File: src/rtl/alu_share_ctrl.sv
// -----------------------------------------------------------------------------
// alu_share_ctrl
//   Shares one 8-bit ALU between two requesters (0: core, 1: IO/DMA).
//   Each accepted request is sequenced in four steps. The block drives the
//   operands and opcode with the enable low so the ALU can settle. It then
//   raises the enable and samples the ALU result bus. Finally it holds a 16-bit
//   result on a valid/ready response until the owning requester consumes it.
//
//   Optional feature (macro WIDE_MUL_EN):
//     When defined, opcode 0x7 takes a second ALU pass with opcode 0x08 to
//     fetch the high product byte, so resp_data carries the full 16-bit a*b.
//     When undefined, 0x7 returns the low byte only.
//
// Parameters
//   FIXED_PRIO  0: round-robin on simultaneous requests; 1: requester 0 wins
//
// Ports
//   clk, rst     clock, synchronous active-high reset
//   req_valid    [1:0]  per-requester operation pending
//   req_ready    [1:0]  per-requester accept strobe (one-hot or zero)
//   req_op       [7:0]  {op1, op0} 4-bit opcodes
//   req_a/req_b  [15:0] {x1, x0} 8-bit operands
//   resp_valid   [1:0]  one-hot response present for requester i
//   resp_ready   [1:0]  requester i consumes the response
//   resp_data    [15:0] result
//   resp_err     rejected opcode (0xE/0xF), qualified by resp_valid
//   alu_opcode/alu_a/alu_b/alu_en  drive the shared ALU
//   alu_data     ALU result bus (valid only while alu_en is high)
//   busy         controller not idle
// -----------------------------------------------------------------------------
module alu_share_ctrl #(
    parameter bit FIXED_PRIO = 1'b0
) (
    input  logic        clk,
    input  logic        rst,
    input  logic [1:0]  req_valid,
    output logic [1:0]  req_ready,
    input  logic [7:0]  req_op,
    input  logic [15:0] req_a,
    input  logic [15:0] req_b,
    output logic [1:0]  resp_valid,
    input  logic [1:0]  resp_ready,
    output logic [15:0] resp_data,
    output logic        resp_err,
    output logic [7:0]  alu_opcode,
    output logic [7:0]  alu_a,
    output logic [7:0]  alu_b,
    output logic        alu_en,
    input  logic [7:0]  alu_data,
    output logic        busy
);

`ifdef WIDE_MUL_EN
    localparam logic [3:0] OP_MUL    = 4'h7;
    localparam logic [7:0] OP_MUL_HI = 8'h08;
`endif

    typedef enum logic [2:0] {
        S_IDLE     = 3'd0,
        S_ISSUE    = 3'd1,
        S_CAPT     = 3'd2,
`ifdef WIDE_MUL_EN
        S_HI_ISSUE = 3'd3,
        S_HI_CAPT  = 3'd4,
`endif
        S_RESP     = 3'd5
    } state_t;

    typedef struct packed {
        logic [3:0] op;
        logic [7:0] a;
        logic [7:0] b;
    } req_t;

    state_t      state_q, state_nx;
    req_t        lat_q;       // operands captured at grant
    req_t        req_sel;     // operands of the requester being granted
    logic        gnt_q;       // owner of the in-flight operation
    logic        last_gnt_q;  // last requester granted (round-robin history)
    logic [15:0] data_q;
    logic        err_q;

    logic        gnt_idx;
    logic        grant_fire;
    logic        sel_rej;

    // ------------------------------------------------------------------
    // Arbitration: a lone request wins outright; a tie goes to requester 0
    // under fixed priority, otherwise to whoever was not granted last.
    // ------------------------------------------------------------------
    always_comb begin
        gnt_idx = 1'b0;
        case (req_valid)
            2'b10:   gnt_idx = 1'b1;
            2'b11:   gnt_idx = FIXED_PRIO ? 1'b0 : ~last_gnt_q;
            default: gnt_idx = 1'b0;
        endcase
    end

    always_comb begin
        req_sel.op = gnt_idx ? req_op[7:4]  : req_op[3:0];
        req_sel.a  = gnt_idx ? req_a[15:8]  : req_a[7:0];
        req_sel.b  = gnt_idx ? req_b[15:8]  : req_b[7:0];
    end

    // rst gates the accept strobe so nothing is acknowledged while the
    // controller is being cleared.
    assign grant_fire = (state_q == S_IDLE) && (|req_valid) && !rst;
    // 0xE and 0xF are rejected without touching the ALU.
    assign sel_rej    = &req_sel.op[3:1];

    // ------------------------------------------------------------------
    // Next state and outputs
    // ------------------------------------------------------------------
    always_comb begin
        state_nx   = state_q;
        req_ready  = 2'b00;
        resp_valid = 2'b00;
        resp_data  = 16'h0000;
        resp_err   = 1'b0;
        alu_opcode = 8'h00;
        alu_a      = 8'h00;
        alu_b      = 8'h00;
        alu_en     = 1'b0;
        busy       = (state_q != S_IDLE);

        case (state_q)
            S_IDLE: begin
                if (grant_fire) begin
                    req_ready = gnt_idx ? 2'b10 : 2'b01;
                    state_nx  = sel_rej ? S_RESP : S_ISSUE;
                end
            end

            // Operands presented with enable low so the ALU settles first.
            S_ISSUE: begin
                alu_opcode = {4'h0, lat_q.op};
                alu_a      = lat_q.a;
                alu_b      = lat_q.b;
                state_nx   = S_CAPT;
            end

            S_CAPT: begin
                alu_opcode = {4'h0, lat_q.op};
                alu_a      = lat_q.a;
                alu_b      = lat_q.b;
                alu_en     = 1'b1;
`ifdef WIDE_MUL_EN
                state_nx   = (lat_q.op == OP_MUL) ? S_HI_ISSUE : S_RESP;
`else
                state_nx   = S_RESP;
`endif
            end

`ifdef WIDE_MUL_EN
            // Second pass for the high product byte; same operands.
            S_HI_ISSUE: begin
                alu_opcode = OP_MUL_HI;
                alu_a      = lat_q.a;
                alu_b      = lat_q.b;
                state_nx   = S_HI_CAPT;
            end

            S_HI_CAPT: begin
                alu_opcode = OP_MUL_HI;
                alu_a      = lat_q.a;
                alu_b      = lat_q.b;
                alu_en     = 1'b1;
                state_nx   = S_RESP;
            end
`endif

            // Response held until its owner takes it; the other ready bit is
            // ignored and no new grant happens here.
            S_RESP: begin
                resp_valid = gnt_q ? 2'b10 : 2'b01;
                resp_data  = data_q;
                resp_err   = err_q;
                if (resp_ready[gnt_q]) begin
                    state_nx = S_IDLE;
                end
            end

            default: begin
                state_nx = S_IDLE;
            end
        endcase
    end

    // ------------------------------------------------------------------
    // State, request latch and result capture
    // ------------------------------------------------------------------
    always_ff @(posedge clk) begin
        if (rst) begin
            state_q    <= S_IDLE;
            lat_q      <= '0;
            gnt_q      <= 1'b0;
            last_gnt_q <= 1'b1;    // so requester 0 wins the first tie
            data_q     <= 16'h0000;
            err_q      <= 1'b0;
        end else begin
            state_q <= state_nx;

            if (grant_fire) begin
                lat_q      <= req_sel;
                gnt_q      <= gnt_idx;
                last_gnt_q <= gnt_idx;
                data_q     <= 16'h0000;
                err_q      <= sel_rej;
            end

            if (state_q == S_CAPT) begin
                data_q <= {8'h00, alu_data};
            end

`ifdef WIDE_MUL_EN
            if (state_q == S_HI_CAPT) begin
                data_q[15:8] <= alu_data;
            end
`endif
        end
    end

endmodule
File: config.mk
export PLATFORM = sky130hd
export DESIGN_NAME = alu_share_ctrl
export DESIGN_NICKNAME = d
export VERILOG_FILES = /design/src/rtl/alu_share_ctrl.sv
export SDC_FILE = /design/constraint.sdc
export NUM_CORES = 1
export LEC_CHECK = 0
export BUFFER_PORTS_ARGS = -buffer_cell sky130_fd_sc_hd__buf_2
export CAP_MARGIN = 0
export CORE_UTILIZATION = 44
export DETAILED_ROUTE_END_ITERATION = 12
export GPL_TIMING_DRIVEN = 0
export PLACE_DENSITY = 0.8
export REMOVE_ABC_BUFFERS = 1
export SYNTH_ARGS = -nofsm -noshare
export SYNTH_HDL_FRONTEND = slang
export SYNTH_SLANG_ARGS = --single-unit
File: constraint.sdc
create_clock -name clk -period 1.45 [get_ports clk]
set_clock_uncertainty 0.1 [all_clocks]
set_input_delay 0 -clock clk [delete_from_list [all_inputs] [get_ports clk]]
set_output_delay 0 -clock clk [all_outputs]
set_load 0.05 [all_outputs]
==> impl_results.md, run 1 <==
* First-pass GRT wire length at 10,500 um
* Power Internal at 0.00216 W
* Mux cell area share after synthesis at 12.2%
* Die Area at 4390 um^2
* Row count at 22
* Max Fclk at 572 MHz
* Worst slew pin tran at 0.843 ns
* Synthesized area per cell at 9.36 um^2
* Violated checks: setup timing
* # fillers at 149
* Multi-input gate area at 1160 um^2
* Hold path cells at 4
* Simple-gate area share of the yosys netlist at 17.6%
* Layout area overhead at 85.2%
* DRT iter0 DRCs at 234
* Adder-Cell Fraction of Synth Area at 0%
* RSZ-0062 raised after global routing: true
* Final Cell Area at 3360 um^2
* Status: finished, violations left
* DRC errors left at 0
* Sequential cell area at 696 um^2
* Buffers on Ports at 88
* Setup ws final at -0.299 ns
* Worst-path clk slew at 0.08 ns
* Worst R2R Start: state_q[2]
* Critical path required time at 1.35 ns
* Main combinational cell family by area after synthesis: compound AO/OA/AOI/OAI gates
* Area share of xor/xnor cells in the synthesized design at 0.482%
* Final worst path period need at 1.75 ns
* Vias in the first global route at 2,118
* Syn Inst Count at 194
* Detailed Route WL at 8180 um
* Post-DP HPWL at 2960 um
* Worst-skew pair later-pin latency at 0.30 ns
* Yosys Warn Count at 0
* Fin. Hold Viols at 0
* Avg WL per Cell at 20.6 um
* Sequential area share after synthesis at 37.5%
* Netlist cell types at 32
* Reg power frac at 33.0%
* CTS Buffer Depth at 2
* Rel. slew slack at 43.8%
* Maxcap violations at 0
* Min-Delay Startpoint: req_op[2]
* Compound-Gate Fraction of Synth Area at 22.3%
* CP endpoint kind: output pin
* Antenna cells at 0
* #FFs+latches synth at 34
* CTS H-tree depth at 2
* I/O pin total at 101
* Nets at 401
* Post-DRT Antenna Nets at 0
* Starting density of the core at 47.8%
* Core footprint at 3800 um^2
* Crit path arrival time at 1.65 ns
* Antenna violations before repair at 0
* GRT Resource Usage Total at 33.2%
* First-pass DRT Iterations at 5
* Placed Instances at 314
* Psw at 0.00125 W
* DP Area at 2180 um^2
* DR vias at 2,298
* Final setup viols at 65
* Sw Share at 36.7%
* Sum Neg Setup Slack at -9.55 ns
* Worst r2r path cells at 7
* Die width at 66.2 um
* Clock share of power at 25.8%
* P per Cell Area at 1010 nW/um^2
* Worst setup SP type: register
* Routability cong. at 0.707
* Grt ovf at 0
* RR Endpoint: lat_q[18]
* Share of layout cells above drive strength 1 at 44.5%
* CTS tree: built
* Static Leakage at 1.51 nW
* CTS Buf Count at 5
* Slew Limit Fails at 0
* Setup CP Type: reg2out
* Critical path fanouts, max at 7
* Final period util at 121%
* Final core occ at 88.5%
* Synthesized area at 1820 um^2
* Clock sinks at 34
* Reg2Reg Setup Slack at -0.16 ns
* Vias per inst at 5.80
* Die H at 66.2 um
* VDD IR max at 817 uV
* Hold path endpoint: state_q[2]
* Worst min path class: in2reg
* Logic gate share of total power at 41.2%
* Fin cells at 396
* Largest net degree at the start of global routing at 31
* Root Driver: clkbuf_8
[power groups by stage]
stage | registers [W] | clock network [W] | logic (W)
2_1_floorplan | 0.00110 | 0 | 0.000629
6_report | 0.00112 | 0.000880 | 0.00141
4_1_cts | 0.00111 | 0.000856 | 0.00116
5_1_grt | 0.00114 | 0.000921 | 0.00146
3_3_place_gp | 0.00111 | 0 | 0.000836
3_5_place_dp | 0.00112 | 0 | 0.000854
[cells in the mapped netlist]
| library cell | count | area, um^2 |
|---|---|---|
| dfxtp_1 | 34 | 681 |
| and2_1 | 30 | 188 |
| a21oi_1 | 23 | 115 |
| mux2i_1 | 21 | 210 |
| a211oi_1 | 19 | 143 |
| buf_4 | 13 | 97.6 |
| a22o_1 | 8 | 70.1 |
| buf_2 | 6 | 30.0 |
| clkbuf_1 | 6 | 22.5 |
| nor2_1 | 6 | 22.5 |
| nand3_1 | 3 | 15.0 |
| a211oi_2 | 2 | 25.0 |
| buf_6 | 2 | 22.5 |
| nor4b_1 | 2 | 17.5 |
| o21ai_0 | 2 | 10.0 |
| a21boi_4 | 1 | 18.8 |
| a21oi_2 | 1 | 8.76 |
| a22oi_1 | 1 | 7.51 |
| and2b_1 | 1 | 7.51 |
| and3b_1 | 1 | 8.76 |
| conb_1 | 1 | 3.75 |
| inv_2 | 1 | 3.75 |
| mux2_2 | 1 | 11.3 |
| nand3b_1 | 1 | 7.51 |
| nor2b_1 | 1 | 6.26 |
| nor3_4 | 1 | 16.3 |
| nor3b_1 | 1 | 7.51 |
| o22ai_1 | 1 | 6.26 |
| or2_0 | 1 | 6.26 |
| or3_1 | 1 | 6.26 |
| or3_4 | 1 | 11.3 |
| xnor2_1 | 1 | 8.76 |
[per-layer routing]
metal  global-route usage (%)  vias up  routed length, um
met4                     18.6        0                293
met2                     57.4      184               4190
met1                     37.0     1089               3050
li1                         -      985                  -
met5                        0        -                  0
met3                     7.76       40                638
[flip-flops by register name, indices dropped and copies added (netlist names)]
register,count
gnt_q,1
lat_q,20
err_q,1
data_q,8
state_q,3
last_gnt_q,1
[worst max-delay path by stage]
stage,start,endpoint,slack [ns],cells after the start
after floorplan,state_q[0],req_ready[1],-1.55,3
after global placement,state_q[0],lat_q[14],-1.37,4
after detailed placement,state_q[0],lat_q[6],-1.48,4
after CTS,state_q[2],req_ready[0],-0.23,5
after global routing,state_q[2],req_ready[0],-0.33,5
final,state_q[0],alu_a[6],-0.30,5
[cell families after synthesis]
kind of cell    Yosys count
flops                    34
xor+xnor                  1
mux                      22
compound gates           58
buf+inv                  28
other cells               1
simple gates             50
[what timing repair did]
| action | CTS | global route |
|---|---|---|
| endpoints found under the setup margin | 67 | 67 |
| buffers inserted | 15 | 12 |
| hold buffers | 44 | 0 |
| gates cloned | 4 | 0 |
| resized for setup | 75 | 27 |
| endpoints found under the hold margin | 26 | 0 |
| pin swaps | 12 | 8 |
[per-stage QoR]
step                power (W)  setup WS, ns  hold WS [ns]
floorplan             0.00173         -1.55       -0.0354
global placement      0.00195         -1.37         0.109
detailed placement    0.00197         -1.48         0.115
CTS                   0.00313        -0.231        0.0294
global route          0.00352        -0.326        0.0692
finish                0.00341        -0.299        0.0525
[worst max-delay path, cell delays in order (launching register included)]
cell      delay (ns)
dfxtp_4         0.41
xnor2_2         0.29
nor2_2          0.09
buf_4           0.17
and2_1          0.17
clkbuf_4        0.21
[cell type report]
cell class	count	share of cell area, %
Multi-Input combinational cell	147	34.6
Sequential cell	34	20.7
Inverter	1	0.112
Timing Repair Buffer	158	39.6
Clock inverter	1	0.893
Clock buffer	7	2.27
Tap cell	48	1.79
[cells in the final DEF, fill, tap and decap left out, types with 2 or more instances in the layout]
cell	count
dfxtp_4	4
nor2_2	2
clkbuf_1	2
a211oi_2	8
buf_12	5
clkbuf_8	5
dlygate4sd3_1	44
buf_2	62
a22o_1	8
nor2_1	2
buf_4	14
nor3_4	2
mux2i_1	21
buf_8	2
a21boi_4	2
buf_6	30
or3_4	2
nand3_1	3
a211oi_1	13
a21oi_1	23
conb_1	12
dfxtp_1	30
and2_1	29
nor2_4	4
Note: power is estimated with default switching activity, not from simulation.
==> run 2, diff against run 1 <==
--- a/config.mk
+++ b/config.mk
@@ -5,12 +5,13 @@
 export SDC_FILE = /design/constraint.sdc
 export NUM_CORES = 1
 export LEC_CHECK = 0
+export ABC_AREA = 1
 export BUFFER_PORTS_ARGS = -buffer_cell sky130_fd_sc_hd__buf_2
 export CAP_MARGIN = 0
-export CORE_UTILIZATION = 44
+export CORE_UTILIZATION = 45
 export DETAILED_ROUTE_END_ITERATION = 12
 export GPL_TIMING_DRIVEN = 0
-export PLACE_DENSITY = 0.8
+export PLACE_DENSITY = 0.79
 export REMOVE_ABC_BUFFERS = 1
 export SYNTH_ARGS = -nofsm -noshare
 export SYNTH_HDL_FRONTEND = slang
==> run 2 against run 1 <==
Net effect: the run still ends with setup timing left; worst hold slack worse by 0.047 ns; maximum frequency hardly changed; synthesized area is 11% higher; sequential share of layout area is 0.78 points lower; worst setup slack better by 0.0017 ns; synthesized cell count is 56% higher; combinational power is 28% lower; flip-flop and latch count stayed put; clock-buffer cell count is 1 higher; critical path depth is 3 higher.
==> impl_results.md, run 2 <==
* Crit path arrival time at 1.65 ns (about the same)
* Die Area at 4760 um^2 (was 4390 um^2)
* VDD IR max at 498 uV (was 817 uV)
* Sum Neg Setup Slack at -8.01 ns (was -9.55 ns)
* Post-DRT Antenna Nets at 0 (unchanged)
* Synth top area share at 33.7% (was 37.5%)
* Critical path required time at 1.35 ns (about the same)
* Post-DP HPWL at 3070 um (was 2960 um)
* P per Cell Area at 829 nW/um^2 (was 1010 nW/um^2)
* First-pass GRT wire length at 11,400 um (was 10,500 um)
* Worst R2R Start: state_q[2] (unchanged)
* Row count at 24 (was 22)
* Power Internal at 0.00186 W (was 0.00216 W)
* First-pass DRT Iterations at 5 (unchanged)
* Slew Limit Fails at 0 (unchanged)
* #FFs+latches synth at 34 (unchanged)
* Mux cell area share after synthesis at 0% (was 12.2%)
* Nets at 492 (was 401)
* CP endpoint kind: output pin (unchanged)
* Fin cells at 492 (was 396)
* Starting density of the core at 46.7% (was 47.8%)
* Adder-Cell Fraction of Synth Area at 0% (unchanged)
* Min-Delay Startpoint: req_a[14] (was req_op[2])
* CTS tree: built (unchanged)
* Vias in the first global route at 2,529 (was 2,118)
* Psw at 0.000996 W (was 0.00125 W)
* Antenna violations before repair at 1 (was 0)
* Root Driver: clkbuf_8 (unchanged)
* Worst-skew pair later-pin latency at 0.29 ns (was 0.30 ns)
* Routability cong. at 0.739 (was 0.707)
* Async set-reset flop share out of synthesis at 0% (unchanged)
* Worst min path class: in2reg (unchanged)
* Status: finished, violations left (unchanged)
* Core footprint at 4320 um^2 (was 3800 um^2)
* Placed Instances at 424 (was 314)
* Start point of the critical path: state_q[2] (was state_q[0])
* I/O pin total at 101 (unchanged)
* Final period util at 121% (about the same)
* Logic gate share of total power at 35.3% (was 41.2%)
* DRC errors left at 0 (unchanged)
* Static Leakage at 1.52 nW (was 1.51 nW)
* Worst setup SP type: register (unchanged)
* Final setup viols at 54 (was 65)
* Final Cell Area at 3440 um^2 (was 3360 um^2)
* Leading cell type in the layout, fill and taps excluded: buf_2 (unchanged)
* Final worst path period need at 1.75 ns (about the same)
* Top flop regs: lat_q (20), data_q (8), state_q (3) (unchanged)
* Synthesized area at 2020 um^2 (was 1820 um^2)
* Largest net degree at the start of global routing at 29 (was 31)
* Area share of xor/xnor cells in the synthesized design at 0% (was 0.482%)
* Reg power frac at 36.4% (was 33.0%)
* Grt ovf at 0 (unchanged)
* DP Area at 2350 um^2 (was 2180 um^2)
* Max Fclk at 572 MHz (about the same)
* DRT iter0 DRCs at 156 (was 234)
* Worst-path clk slew at 0.07 ns (was 0.08 ns)
* Netlist cell types at 25 (was 32)
* Layout area overhead at 70.4% (was 85.2%)
* Vias per inst at 4.93 (was 5.80)
* Compound-Gate Fraction of Synth Area at 11.6% (was 22.3%)
* Largest Register: lat_q (unchanged)
* Rel. slew slack at 60.6% (was 43.8%)
* Share of layout cells above drive strength 1 at 44.9% (was 44.5%)
* Die H at 69.0 um (was 66.2 um)
* RSZ-0062 raised after global routing: true (unchanged)
* Clock sinks at 34 (unchanged)
* Sequential area share after synthesis at 33.7% (was 37.5%)
* GRT Resource Usage Total at 30.4% (was 33.2%)
* Setup WS pre-CTS at -0.881 ns (was -1.48 ns)
* Critical path fanouts, max at 11 (was 7)
* Yosys Warn Count at 0 (unchanged)
* Violated checks: setup timing (unchanged)
* Setup CP Type: reg2out (unchanged)
* CTS Buffer Depth at 2 (unchanged)
* Sw Share at 34.9% (was 36.7%)
* Avg WL per Cell at 14.8 um (was 20.6 um)
* Final core occ at 79.6% (was 88.5%)
* Hold path cells at 5 (was 4)
* Syn Inst Count at 303 (was 194)
* Worst r2r path cells at 9 (was 7)
* Met2 usage at 56.2% (was 57.4%)
* Main combinational cell family by area after synthesis: simple AND/OR/NAND/NOR gates (was compound AO/OA/AOI/OAI gates)
* Detailed Route WL at 7280 um (was 8180 um)
* Max FFs per register at 20 (unchanged)
* Clock share of power at 28.3% (was 25.8%)
* Die width at 69.0 um (was 66.2 um)
* Fin. Hold Viols at 0 (unchanged)
* Met1 Use GR at 31.7% (was 37.0%)
* Met3 Use GR at 7.02% (was 7.76%)
* Cell with the most instances after synthesis: nand2_1 (was dfxtp_1)
* Synth area leaders: dfxtp_1 34%, nand2_1 14%, a21oi_2 7.8% (was dfxtp_1 37%, mux2i_1 12%, and2_1 10%)
* Synthesized area per cell at 6.67 um^2 (was 9.36 um^2)
* Gr busiest metal: met2 (unchanged)
* Setup ws final at -0.298 ns (was -0.299 ns)
* Buffers on Ports at 88 (unchanged)
* DR vias at 2,428 (was 2,298)
* Maxcap violations at 0 (unchanged)
* Worst slew pin tran at 0.591 ns (was 0.843 ns)
* Top_reg_cell synth: dfxtp_1 (unchanged)
* Commonest cells after routing, fill and taps aside: 62 x buf_2, 60 x nand2_1, 43 x dlygate4sd3_1 (was 62 x buf_2, 44 x dlygate4sd3_1, 30 x dfxtp_1, 30 x buf_6, 29 x and2_1)
* Synth cell count leaders: 77 x nand2_1, 36 x inv_1, 34 x dfxtp_1, 34 x nor2_1, 31 x nand3_1 (was 34 x dfxtp_1, 30 x and2_1, 23 x a21oi_1)
* Yosys top cell by area: dfxtp_1 (unchanged)
* Simple-gate area share of the yosys netlist at 36.5% (was 17.6%)
* CTS Buf Count at 5 (unchanged)
* CTS H-tree depth at 2 (unchanged)
* Post-synth EDFFs at 0 (unchanged)
==> run 2: cell count changes in the layout (fill, tap and decap cells not counted), sizes merged, moves of 8 or more <==
cell and change:
nand2 +98, buf -18, mux2i -21, nand3 +28, nor2 +29, a22o -8, a211oi -21, and2 -30
inv +34
==> run 2: path summary, 6_finish.rpt <==
check / end / slack [ns]
worst max-delay path: req_ready[0] / -0.30
worst min-delay path: lat_q[14] / 0.006
worst max register to register: state_q[2] / -0.18
worst min register to register: lat_q[2] / 0.36
==> run 2: what timing repair did <==
action                                  in CTS  in global routing
pin swaps                                   10                  1
setup buffers                                9                  0
hold buffers                                43                  0
hold endpoints to repair                    28                  0
gates cloned                                 6                  1
resized for setup                           92                 26
endpoints found under the setup margin      67                 67
==> run 2: cell families after synthesis <==
| group | Yosys count |
|---|---|
| compound gates | 33 |
| buf+inv | 68 |
| flops | 34 |
| other cells | 1 |
| simple gates | 167 |
==> run 2: metrics by stage <==
step | hold WS, ns | total power (W)
finish | 0.00553 | 0.00285
global route | 0.0135 | 0.00299
CTS | 0.000668 | 0.00278
detailed placement | 0.161 | 0.00168
global placement | 0.161 | 0.00167
floorplan | -0.0376 | 0.00149
==> run 2: critical path, stage by stage (launching register included) <==
cell,delay [ns]
dfxtp_2,0.35
nor2_4,0.15
nand2_2,0.11
nor2_4,0.21
nand2_8,0.12
clkinv_16,0.11
nand2_2,0.06
inv_1,0.08
buf_6,0.16
==> run 2: cell type report <==
class,count,area [um^2]
Multi-Input combinational cell,214,1230
Timing Repair Buffer,141,1140
Fill cell,307,881
Sequential cell,34,686
Inverter,38,174
Clock buffer,8,110
Tap cell,52,65.1
Timing Repair inverter,4,38.8
Antenna cell,1,2.50
==> run 2: routing by layer <==
layer / up-vias / part of all wire, % / wire length (um)
met3: 23 / 5.3 / 389
met1: 1116 / 36 / 2630
met5: - / 0 / 0
li1: 1182 / - / -
met2: 107 / 55 / 3990
met4: 0 / 3.6 / 263
==> run 2: power groups by stage <==
stage	clock network [W]	logic (W)	registers (W)
3_5_place_dp	0	0.000635	0.00104
4_1_cts	0.000818	0.000928	0.00103
5_1_grt	0.000867	0.00108	0.00104
3_3_place_gp	0	0.000625	0.00104
2_1_floorplan	0	0.000453	0.00104
6_report	0.000808	0.00101	0.00104
==> run 3, diff against run 2 <==
--- a/config.mk
+++ b/config.mk
@@ -8,6 +8,7 @@
 export ABC_AREA = 1
 export BUFFER_PORTS_ARGS = -buffer_cell sky130_fd_sc_hd__buf_2
 export CAP_MARGIN = 0
+export CORE_ASPECT_RATIO = 0.8
 export CORE_UTILIZATION = 45
 export DETAILED_ROUTE_END_ITERATION = 12
 export GPL_TIMING_DRIVEN = 0
==> run 3 against run 2 <==
Net effect: the run ends with hold timing, setup timing left; global-route usage decreased by 1.3 points; worst setup slack worse by 0.049 ns; combinational power increased by 4%; die area about the same; first-iteration DRC count fell by 35%; total power shrank 1.7%; clock-buffer cell count down 1; non-clock buffer count did not move; worst hold slack got worse by 0.0060 ns; final area is 4.7% higher; cell count rose by 0.61%.
==> impl_results.md, run 3 (synthesis gave the netlist of run 2 again) <==
* DRC errors left at 0 (unchanged)
* Buffers on Ports at 88 (unchanged)
* Fin. Hold Viols at 1 (was 0)
* DR vias at 2,426 (was 2,428)
* Max Fclk at 557 MHz (was 572 MHz)
* Detailed Route WL at 7170 um (was 7280 um)
* Worst setup SP type: register (unchanged)
* Avg WL per Cell at 14.5 um (was 14.8 um)
* Start point of the critical path: state_q[0] (was state_q[2])
* Setup CP Type: reg2out (unchanged)
* Placed Instances at 429 (was 424)
* Row count at 21 (was 24)
* Antenna violations before repair at 0 (was 1)
* Post-DP HPWL at 3100 um (was 3070 um)
* Met1 Use GR at 30.7% (was 31.7%)
* Setup ws final at -0.347 ns (was -0.298 ns)
* Static Leakage at 1.57 nW (was 1.52 nW)
* Vias per inst at 4.90 (was 4.93)
* Die Area at 4760 um^2 (about the same)
* Slew Limit Fails at 0 (unchanged)
* First-pass GRT wire length at 10,400 um (was 11,400 um)
* Worst-skew pair later-pin latency at 0.28 ns (was 0.29 ns)
* Largest net degree at the start of global routing at 29 (unchanged)
* CTS Buffer Depth at 2 (unchanged)
* Violated checks: hold timing, setup timing (was setup timing)
* Status: finished, violations left (unchanged)
* Commonest cells after routing, fill and taps aside: 55 x nand2_1, 54 x buf_2, 36 x dlygate4sd3_1 (was 62 x buf_2, 60 x nand2_1, 43 x dlygate4sd3_1)
* Die H at 61.9 um (was 69.0 um)
* Crit path arrival time at 1.70 ns (was 1.65 ns)
* Critical path required time at 1.35 ns (about the same)
* Die width at 76.9 um (was 69.0 um)
* CTS Buf Count at 5 (unchanged)
* Root Driver: clkbuf_8 (unchanged)
* Final period util at 124% (was 121%)
* Largest Register: lat_q (unchanged)
* # fillers at 266 (was 307)
* Critical path fanouts, max at 4 (was 11)
* CTS H-tree depth at 2 (unchanged)
* Rel. slew slack at 50.3% (was 60.6%)
* First-pass DRT Iterations at 4 (was 5)
* Met2 usage at 59.1% (was 56.2%)
* Share of layout cells above drive strength 1 at 50.9% (was 44.9%)
* Routability cong. at 0.747 (was 0.739)
* Vias in the first global route at 2,265 (was 2,529)
* P per Cell Area at 777 nW/um^2 (was 829 nW/um^2)
* Max FFs per register at 20 (unchanged)
* GRT Resource Usage Total at 29.1% (was 30.4%)
* Met3 Use GR at 5.55% (was 7.02%)
* Top flop regs: lat_q (20), data_q (8), state_q (3) (unchanged)
* I/O pin total at 101 (unchanged)
* Antenna cells at 0 (was 1)
* DRT iter0 DRCs at 102 (was 156)
* Maxcap violations at 0 (unchanged)
* Post-DRT Antenna Nets at 0 (unchanged)
* Worst-path clk slew at 0.07 ns (about the same)
* Sum Neg Setup Slack at -13.35 ns (was -8.01 ns)
* CP endpoint kind: output pin (unchanged)
* Starting density of the core at 47.5% (was 46.7%)
* VDD IR max at 497 uV (was 498 uV)
* Overall power at 0.00280 W (was 0.00285 W)
* Worst hold slack at -0.000420 ns (was 0.00553 ns)
* Final core occ at 84.7% (was 79.6%)
* Core footprint at 4260 um^2 (was 4320 um^2)
* Fin cells at 495 (was 492)
* Min-Delay Startpoint: req_b[7] (was req_a[14])
* RSZ-0062 raised after global routing: true (unchanged)
* Worst slew pin tran at 0.746 ns (was 0.591 ns)
* Layout area overhead at 78.5% (was 70.4%)
* CTS tree: built (unchanged)
* Worst R2R Start: state_q[0] (was state_q[2])
* Gr busiest metal: met2 (unchanged)
* Leading cell type in the layout, fill and taps excluded: nand2_1 (was buf_2)
* Final setup viols at 67 (was 54)
* Nets at 491 (was 492)
* Grt ovf at 0 (unchanged)
* Clock sinks at 34 (unchanged)
* Final worst path period need at 1.80 ns (was 1.75 ns)
* Worst min path class: in2reg (unchanged)
run 3: power breakdown:
group | internal, W | total [W] | switching (W)
sequential | 0.000995 | 0.00104 | 0.0000468
combinational | 0.000400 | 0.00105 | 0.000652
clock | 0.000383 | 0.000709 | 0.000327
run 3: path summary, 6_finish.rpt:
kind | cells past startpoint | slack (ns) | to
worst min register to register | 2 | 0.37 | lat_q[11]
worst max register to register | 10 | -0.34 | lat_q[5]
worst min-delay path | 5 | -0.0004 | lat_q[7]
worst max-delay path | 8 | -0.35 | req_ready[1]
run 3: layout make-up:
class	count	area [um^2]	area share, %
clock buffers	7	86.3	2.39
clock inverters	1	5.00	0.139
inverters	38	174	4.82
multi-input cells	213	1330	37.0
flip-flops and latches	34	687	19.0
well taps	57	71.3	1.98
repair buffers	141	1210	33.6
repair inverters	4	38.8	1.08
run 3: timing repair:
item / in CTS / in global routing
hold endpoints to repair: 27 / 0
pin swaps: 17 / 3
hold buffers: 36 / 0
endpoints found under the setup margin: 67 / 67
gates cloned: 5 / 1
buffers inserted: 9 / 7
resized for setup: 149 / 28
run 3: worst max-delay path, stage by stage (launching register included):
cell and delay (ns):
dfxtp_4 0.37, nor2_4 0.15, buf_4 0.14, nand2_4 0.06
nor2_4 0.16, nand2_8 0.11, buf_8 0.17, nor2_4 0.09
buf_6 0.16
run 3: layer usage:
layer / routed length [um] / vias to the layer above
li1: - / 1177
met1: 2730 / 1125
met2: 3910 / 102
met3: 365 / 22
met4: 157 / 0
met5: 0 / -
run 3: metrics by stage:
stage	setup WS (ns)	instance area (um^2)
2_1_floorplan	-0.495	1850
3_3_place_gp	-0.810	2360
3_5_place_dp	-0.882	2360
4_1_cts	-0.243	3430
5_1_grt	-0.390	3610
6_report	-0.347	3610
